===== src/rtl/fir_pkg.sv =====
// Shared definitions for the fir_filter feeder blocks: tap count,
// default sample width and the window FSM state encoding.
package fir_pkg;

    localparam int NUM_TAPS          = 8;
    localparam int DEFAULT_BIT_WIDTH = 16;

    typedef enum logic [1:0] {
        FILL  = 2'd0,
        RUN   = 2'd1,
        FLUSH = 2'd2
    } state_t;

endpackage


===== src/rtl/fir_coef_bank.sv =====
// Double-buffered coefficient storage: a shadow bank written at any time and
// an active bank that only changes on a commit, so the filter never sees a mix.
module fir_coef_bank
    import fir_pkg::*;
#(
    parameter int bit_width = DEFAULT_BIT_WIDTH
) (
    input  logic                                  clk,
    input  logic                                  rst,
    input  logic                                  we,
    input  logic [2:0]                            addr,
    input  logic [bit_width-1:0]                  data,
    input  logic                                  commit,
    input  logic                                  direct,
    input  logic                                  boundary,
    output logic [NUM_TAPS-1:0][bit_width-1:0]    active,
    output logic                                  pending
);

    logic [NUM_TAPS-1:0][bit_width-1:0] shadow;
    logic [NUM_TAPS-1:0][bit_width-1:0] shadow_next;
    logic                               do_copy;

    // The copy always sees this cycle's write, so write-then-copy falls out naturally.
    always_comb begin
        shadow_next = shadow;
        if (we) begin
            shadow_next[addr] = data;
        end
    end

    assign do_copy = (commit & direct) | (boundary & (commit | pending));

    always_ff @(posedge clk) begin
        if (rst) begin
            shadow  <= '0;
            active  <= '0;
            pending <= 1'b0;
        end else begin
            shadow <= shadow_next;
            if (do_copy) begin
                active <= shadow_next;
            end
            pending <= do_copy ? 1'b0 : (pending | commit);
        end
    end

endmodule


===== src/rtl/fir_tap_window.sv =====
// Sample delay line and fill/run/flush control feeding an 8-tap fir_filter,
// with window-valid and output-valid strobes aligned to the filter's register.
module fir_tap_window
    import fir_pkg::*;
#(
    parameter int bit_width = DEFAULT_BIT_WIDTH
) (
    input  logic                        clk,
    input  logic                        rst,
    input  logic                        s_valid,
    output logic                        s_ready,
    input  logic signed [bit_width-1:0] s_data,
    input  logic                        coef_we,
    input  logic [2:0]                  coef_addr,
    input  logic signed [bit_width-1:0] coef_data,
    input  logic                        coef_commit,
    input  logic                        flush,
    output logic signed [bit_width-1:0] x0,
    output logic signed [bit_width-1:0] x1,
    output logic signed [bit_width-1:0] x2,
    output logic signed [bit_width-1:0] x3,
    output logic signed [bit_width-1:0] x4,
    output logic signed [bit_width-1:0] x5,
    output logic signed [bit_width-1:0] x6,
    output logic signed [bit_width-1:0] x7,
    output logic signed [bit_width-1:0] coeff0,
    output logic signed [bit_width-1:0] coeff1,
    output logic signed [bit_width-1:0] coeff2,
    output logic signed [bit_width-1:0] coeff3,
    output logic signed [bit_width-1:0] coeff4,
    output logic signed [bit_width-1:0] coeff5,
    output logic signed [bit_width-1:0] coeff6,
    output logic signed [bit_width-1:0] coeff7,
    output logic                        win_valid,
    output logic                        y_valid,
    output logic [3:0]                  fill_count,
    output logic                        commit_pending
);

    localparam logic [3:0] FULL = 4'(NUM_TAPS);

    state_t                             state;
    logic [NUM_TAPS-1:0][bit_width-1:0] win;
    logic [NUM_TAPS-1:0][bit_width-1:0] active;
    logic                               accept;

    assign s_ready = (state != FLUSH);
    assign accept  = s_valid & s_ready & ~flush;

    assign x0 = win[0];
    assign x1 = win[1];
    assign x2 = win[2];
    assign x3 = win[3];
    assign x4 = win[4];
    assign x5 = win[5];
    assign x6 = win[6];
    assign x7 = win[7];

    assign coeff0 = active[0];
    assign coeff1 = active[1];
    assign coeff2 = active[2];
    assign coeff3 = active[3];
    assign coeff4 = active[4];
    assign coeff5 = active[5];
    assign coeff6 = active[6];
    assign coeff7 = active[7];

    // Pending commits land on the accept edge so the new bank lines up with the shifted window.
    fir_coef_bank #(
        .bit_width(bit_width)
    ) u_coef_bank (
        .clk      (clk),
        .rst      (rst),
        .we       (coef_we),
        .addr     (coef_addr),
        .data     (coef_data),
        .commit   (coef_commit),
        .direct   (state != RUN),
        .boundary (accept),
        .active   (active),
        .pending  (commit_pending)
    );

    always_ff @(posedge clk) begin
        if (rst) begin
            state      <= FILL;
            win        <= '0;
            fill_count <= '0;
            win_valid  <= 1'b0;
            y_valid    <= 1'b0;
        end else begin
            case (state)
                FLUSH: begin
                    win        <= '0;
                    fill_count <= '0;
                    win_valid  <= 1'b0;
                    y_valid    <= 1'b0;
                    state      <= flush ? FLUSH : FILL;
                end
                default: begin
                    if (flush) begin
                        state     <= FLUSH;
                        win_valid <= 1'b0;
                        y_valid   <= 1'b0;
                    end else begin
                        y_valid   <= win_valid;
                        win_valid <= accept && ((state == RUN) || (fill_count == FULL - 4'd1));
                        if (accept) begin
                            win        <= {win[NUM_TAPS-2:0], s_data};
                            fill_count <= (fill_count == FULL) ? FULL : fill_count + 4'd1;
                            if ((state == FILL) && (fill_count == FULL - 4'd1)) begin
                                state <= RUN;
                            end
                        end
                    end
                end
            endcase
        end
    end

endmodule


===== config.mk =====
export PLATFORM = sky130hd
export DESIGN_NAME = fir_tap_window
export DESIGN_NICKNAME = d
export VERILOG_FILES = /design/src/rtl/fir_pkg.sv /design/src/rtl/fir_coef_bank.sv /design/src/rtl/fir_tap_window.sv
export SDC_FILE = /design/constraint.sdc
export NUM_CORES = 1
export LEC_CHECK = 0
export CAP_MARGIN = 15
export CORE_MARGIN = 5
export CORE_UTILIZATION = 55
export CTS_CLUSTER_DIAMETER = 150
export DETAILED_ROUTE_END_ITERATION = 7
export HOLD_SLACK_MARGIN = 0.05
export PLACE_DENSITY = 0.84
export SLEW_MARGIN = 20
export SYNTH_ARGS = -nofsm -noshare
export SYNTH_HDL_FRONTEND = slang
export SYNTH_SLANG_ARGS = --single-unit

===== constraint.sdc =====
create_clock -name clk -period 3.02 [get_ports clk]
set_input_delay 0.302 -clock clk [delete_from_list [all_inputs] [get_ports clk]]
set_output_delay 0.302 -clock clk [all_outputs]
set_load 0.01 [all_outputs]

# --- Yosys cells after proc, flatten, opt, wreduce, memory -nomap -nowiden ---
# Cells that the tools add are included.
word_totals:
  reg_bits: 393
  input_bits: 41
  out_inout_bits: 264
  wordCells: 67
classes:
  addsub: 1
  order_cmp: 2
  n_eq_ne: 6
  n_mux: 10
  n_bitwise: 7
  reduce_logical: 12
ops:
  columns: ["op", "count"]
  rows:
  - ["bitwise mux 128 bit", 1]
  - ["2-to-1 mux 128 bit", 1]
  - ["demux 16 bit (select 3 bit)", 1]
  - ["2-to-1 mux 16 bit", 1]
  - ["2-to-1 mux 2 bit", 5]
  - ["nonzero test 3 bit", 2]
  - ["adder 4 x 1 -> 4 bit (second input constant)", 1]
  - ["bitwise AND 1 bit", 4]
  - ["equality test 4 x 3 -> 1 bit (second input constant)", 1]
  - ["equality test 4 bit (second input constant)", 1]
  - ["< comparator 3 x 4 -> 1 bit (second input constant)", 1]
  - ["2-to-1 mux 4 bit", 1]
  - ["AND reduction 2 bit", 2]
  - ["OR reduction 2 bit", 2]
  - [">= comparator 3 x 1 -> 1 bit (second input constant)", 1]
  - ["logical AND 1 bit", 3]
  - ["OR reduction 3 bit", 1]
  - ["equality test 2 x 1 -> 1 bit (second input constant)", 1]
  - ["equality test 2 bit (second input constant)", 1]
  - ["zero test 2 bit", 1]
  - ["!= test 2 x 1 -> 1 bit (second input constant)", 1]
  - ["!= test 2 bit (second input constant)", 1]
  - ["bitwise OR 1 bit", 2]
  - ["logical OR 1 bit", 1]
  - ["NOT 1 bit", 1]

# --- Depth between registers and ports, before layout ---
logic_depth:
  word_depth: 6
  ltp_mapped: 7
  depth_no_buf: 5

# --- By module ---
# A second synthesis with hierarchy kept.
unflattened:
  hier_cells: 1227
  area_unflattened_um2: 13858.3
by_module_without_submodules:
  columns: ["mod", "instances", "cells_each", "area_each_um2", "seq_area_each_um2"]
  rows:
  - ["fir_coef_bank", 1, 884, 9185.1, 5144.9]
  - ["fir_tap_window", 1, 343, 4673.2, 2722.6]

# --- Least setup slack after synthesis ---
# OpenSTA, ideal clock, no wires.
synth_path:
  kind: "input to register"
  from: "input port coef_addr[2]"
  to: "register u_coef_bank.active[10] (netlist name)"
  setup_ns: 0.146
  t_arrival_ns: 1.635
  required_time_ns: 2.874
  path_slack_ns: 1.239
  cell_stages: 6
  n_path_buf: 2
  cell_sequence: "buf_4 -> nor4b_4 -> buf_6 -> mux2_2 -> nor3_1 -> a211oi_2"
synth_between:
  elab_chain_len: 6
  elab_cells_between_ends: 7
  classes_between: "order compare (2); mux (4); reduce/logical (1)"
synth_rtl:
  columns: ["item", "line", "rtl"]
  rows:
  - ["start, declared", "fir_tap_window.sv:14", "input logic [2:0] coef_addr,"]
  - ["< comparator 3 x 4 -> 1 bit (implied by the code) / >= comparator 3 x 1 -> 1 bit (equally long branches)", "fir_coef_bank.sv:28", "shadow_next[addr] = data;"]
  - ["logical AND 1 bit (implied by the code)", "fir_coef_bank.sv:28", null]
  - ["2-to-1 mux 16 bit (implied by the code)", "fir_coef_bank.sv:28", null]
  - ["demux 16 bit (select 3 bit) (*)", null, null]
  - ["bitwise mux 128 bit (*)", "fir_coef_bank.sv:28", null]
  - ["2-to-1 mux 128 bit (*)", "fir_coef_bank.sv:27", "if (we) begin"]
  - ["end signal, assigned", "fir_coef_bank.sv:42", "active <= shadow_next;"]
  - ["end, declared", "fir_coef_bank.sv:16", "output logic [NUM_TAPS-1:0][bit_width-1:0] active,"]
# Every way passes the cells marked *; elsewhere a longest branch is shown, timed or not.
# A chain may end at the register's enable or synchronous reset.

# --- Worst setup path after layout ---
layout_path:
  from: "register state[1]"
  to: "register u_coef_bank.active[108] (netlist name)"
layout_between:
  elab_chain_len: 5
  elab_cells_between_ends: 7
  classes_between: "eq/ne (2); bitwise (5)"
layout_rtl:
  columns: ["item", "line", "rtl"]
  rows:
  - ["start, declared", "fir_tap_window.sv:42", "state_t state;"]
  - ["start signal, assigned", "fir_tap_window.sv:98", "state <= flush ? FLUSH : FILL;"]
  - ["!= test 2 bit", "fir_tap_window.sv:47", "assign s_ready = (state != FLUSH);"]
  - ["bitwise AND 1 bit (2 in series)", "fir_tap_window.sv:48", "assign accept = s_valid & s_ready & ~flush;"]
  - ["bitwise AND 1 bit", "fir_coef_bank.sv:32", "assign do_copy = (commit & direct) | (boundary & (commit | pending));"]
  - ["bitwise OR 1 bit (*)", "fir_coef_bank.sv:32", null]
# Marked as above.

==> results.ini <==
[timing]
period_share = 0.762
rsz0062_at_grt = false
clock_skew_ps = 11.0
maxSlewHeadroom = 0.411
min_period_ps = 2300
fmax_mhz = 434
worst_pin_slew_ps = 883
setup_viol = 0
fin_tns_setup_ps = 0
setup_ws_ps = 718
hold_viol = 0
final-max-slew-violation-count = 0

[route]
remaining_drc_errors = 0
wirelength_um = 41000
drt_iter0_drc = 915
first_pass_iters = 5
wire_per_inst_um = 21.1
avgViaCountPerCell = 5.80
vias = 11200
ant_nets = 0

[synthesis]
ys_seq_area_frac = 0.538
synthTopCellsByCount = dfxtp_1, inv_1, o221a_2, a211oi_1, nor2_1
synth_top_area_cell = dfxtp_1
ys_ff_latch = 393
synth_edf_count = 0
synth.most_common_cell = dfxtp_1
syn_area_per_cell_um2 = 10.9
synth_area_um2 = 14600
ys.flop_type = dfxtp_1
syn_nets = 1387
synthArstFlopShare = 0
ys_types = 39
synthCells = 1344
yosysTopAreaCellShare = 0.538
synthTopCellsByArea = dfxtp_1, o221a_2, a211oi_1
yosysWarnings = 0

[cells_and_area]
area_growth_pct = 30.4
layout.nets = 1619
drive_gt1_frac = 0.188
antenna_cells = 0

[clock_tree]
cts_root_buffer = clkbuf_16
cts.sinks = 393
clock_path_buffers = 3
clock_latency_ps = 510
cts_buffers = 39
htreeDepth = 2
cts_tree = built
clk_pin_slew_worst_paths_ps = 60

[job]
drv_cap = 0

[grt]
first_global_vias = 11200
grtUsageTotal = 0.260
grt_pass1_wl_um = 64100
grt_overflow = 0
grt_max_degree = 191
antenna_found_initial = 0

[die]
core_um2 = 26100
dieArea_um2 = 29900
die_h_um = 173
io_pins = 305
dieWidth_um = 173
initial_core_util = 0.559
rows = 59

[worst_setup_path]
cp-start-kind = flop
arrival_ps = 2650
crit_type = flop to flop
end_kind = flop
cp_max_fo = 86
critPathRequiredTime_ps = 3370

[pwr]
p_seq_frac = 0.467
combPwrFrac = 0.111
clockPowerShare = 0.422
ir_drop_v = 0.000488
p_sw_frac = 0.235
internal_power_mw = 9.14
p_per_area_nw_per_um2 = 627
switchingPower_mw = 2.81
p_leak_nw = 7.49

[placement]
dp_slack_ps = 535
gp_congestion = 0.816
io_buffers = 304
dpl.hpwl_um = 25500

[status]
outcome = finished, final reports clean

[hold_path]
min_path_type = primary input to flop

==> cell type report <==
type,count,area (µm²)
Timing Repair Buffer,322,3260
Clock inverter,15,204
Fill cell,1857,7080
Tap cell,335,419
Inverter,134,503
Multi-Input combinational cell,686,5650
Clock buffer,55,1150
Sequential cell,393,7870
==> registers in the layout (all words and copies together) (netlist names) <==
signal and cells:
x7 16, state 2, x4 16, x5 16, x6 16, u_coef_bank.active 128, y_valid 1, x1 16
x3 16, u_coef_bank.shadow 128, x0 16, u_coef_bank.pending 1, fill_count 4, win_valid 1, x2 16
==> per-stage QoR <==
stage / area, µm² / util / total power [mW] / std cells / hold slack [ps]
finish: 19100 / 0.729 / 11.9 / 1940 / 446
global route: 19100 / 0.729 / 12.3 / 1940 / 431
CTS: 19100 / 0.729 / 12.0 / 1940 / 430
detailed placement: 17700 / 0.677 / 7.00 / 1869 / 444
global placement: 17700 / 0.677 / 6.97 / 1869 / 444
floorplan: 14600 / - / 6.33 / 1344 / 378
==> logic make-up (layout without fill, tap and decap cells) <==
group,count (synthesis),in the layout,synth area share
AOI/OAI and AO/OA,267,267,0.173
xor gates and xnor gates,1,1,0.000600
adders and majority gates,3,3,0.00240
buffers and inverters,265,526,0.0779
DFF,393,393,0.538
muxes,128,128,0.0933
and+or+nand+nor,287,287,0.114
==> power by group through the flow <==
| stage | Sequential (mW) | Clock [mW] | Combinational, mW |
|---|---|---|---|
| after floorplan | 5.73 | 0 | 0.599 |
| after global routing | 5.60 | 5.33 | 1.42 |
| after detailed placement | 5.69 | 0 | 1.31 |
| after CTS | 5.58 | 5.11 | 1.32 |
| after global placement | 5.68 | 0 | 1.29 |
| final | 5.58 | 5.04 | 1.32 |
==> worst max-delay path, cell delays in order (launching register included) <==
cell and delay (ps):
dfxtp_1 370, nor2b_4 300, inv_2 110, a21oi_4 190
or2_4 520, buf_12 410, a211oi_1 140
==> per-layer routing <==
layer / vias to the layer above / part of all wire / wire length [µm] / track usage
li1: 5252 / - / - / -
met1: 5493 / 0.41 / 16600 / 0.325
met2: 416 / 0.47 / 19300 / 0.422
met3: 88 / 0.089 / 3640 / 0.0900
met4: 0 / 0.036 / 1480 / 0.0918
met5: - / 0 / 0 / 0
==> timing repair <==
action / CTS / global route
hold endpoints to repair: 3 / 0
gates resized for setup: 0 / 0
hold buffers: 1 / 0
buffers inserted: 0 / 0
==> cells in the final DEF (no fill, tap or decap), types with 2 or more instances in the layout <==
master             n
clkinv_2           9
nor3_1            67
o221a_2          129
a211oi_2          11
and2_1            65
buf_4             11
clkbuf_16         41
nor3b_1           64
nand3_1            2
nand2_1            4
nor2_4             2
a211oi_1         117
dfxtp_1          393
mux2_2            65
mux2i_1           63
clkbuf_1           7
a21oi_4            2
ha_1               2
inv_1            133
nand2b_1           2
clkdlybuf4s50_1  303
a21oi_1            4
and4bb_2           3
buf_12             6
nor2_1            67
bufinv_16          5
nand4b_1           2
o21ai_0            2
clkbuf_8           7
==> final timing paths <==
path	depth (start not counted)	slack [ps]	from	end
hold / removal	2	450	s_data[10]	x0[10]$_SDFFE_PP0P_
setup reg to reg	6	720	state[1]$_SDFFE_PP0P_	u_coef_bank.active[108]$_SDFFE_PP0P_
hold reg to reg	2	460	u_coef_bank.active[106]$_SDFFE_PP0P_	u_coef_bank.active[106]$_SDFFE_PP0P_
setup / recovery	6	720	state[1]$_SDFFE_PP0P_	u_coef_bank.active[108]$_SDFFE_PP0P_
Power figures use the tool's default switching activity.
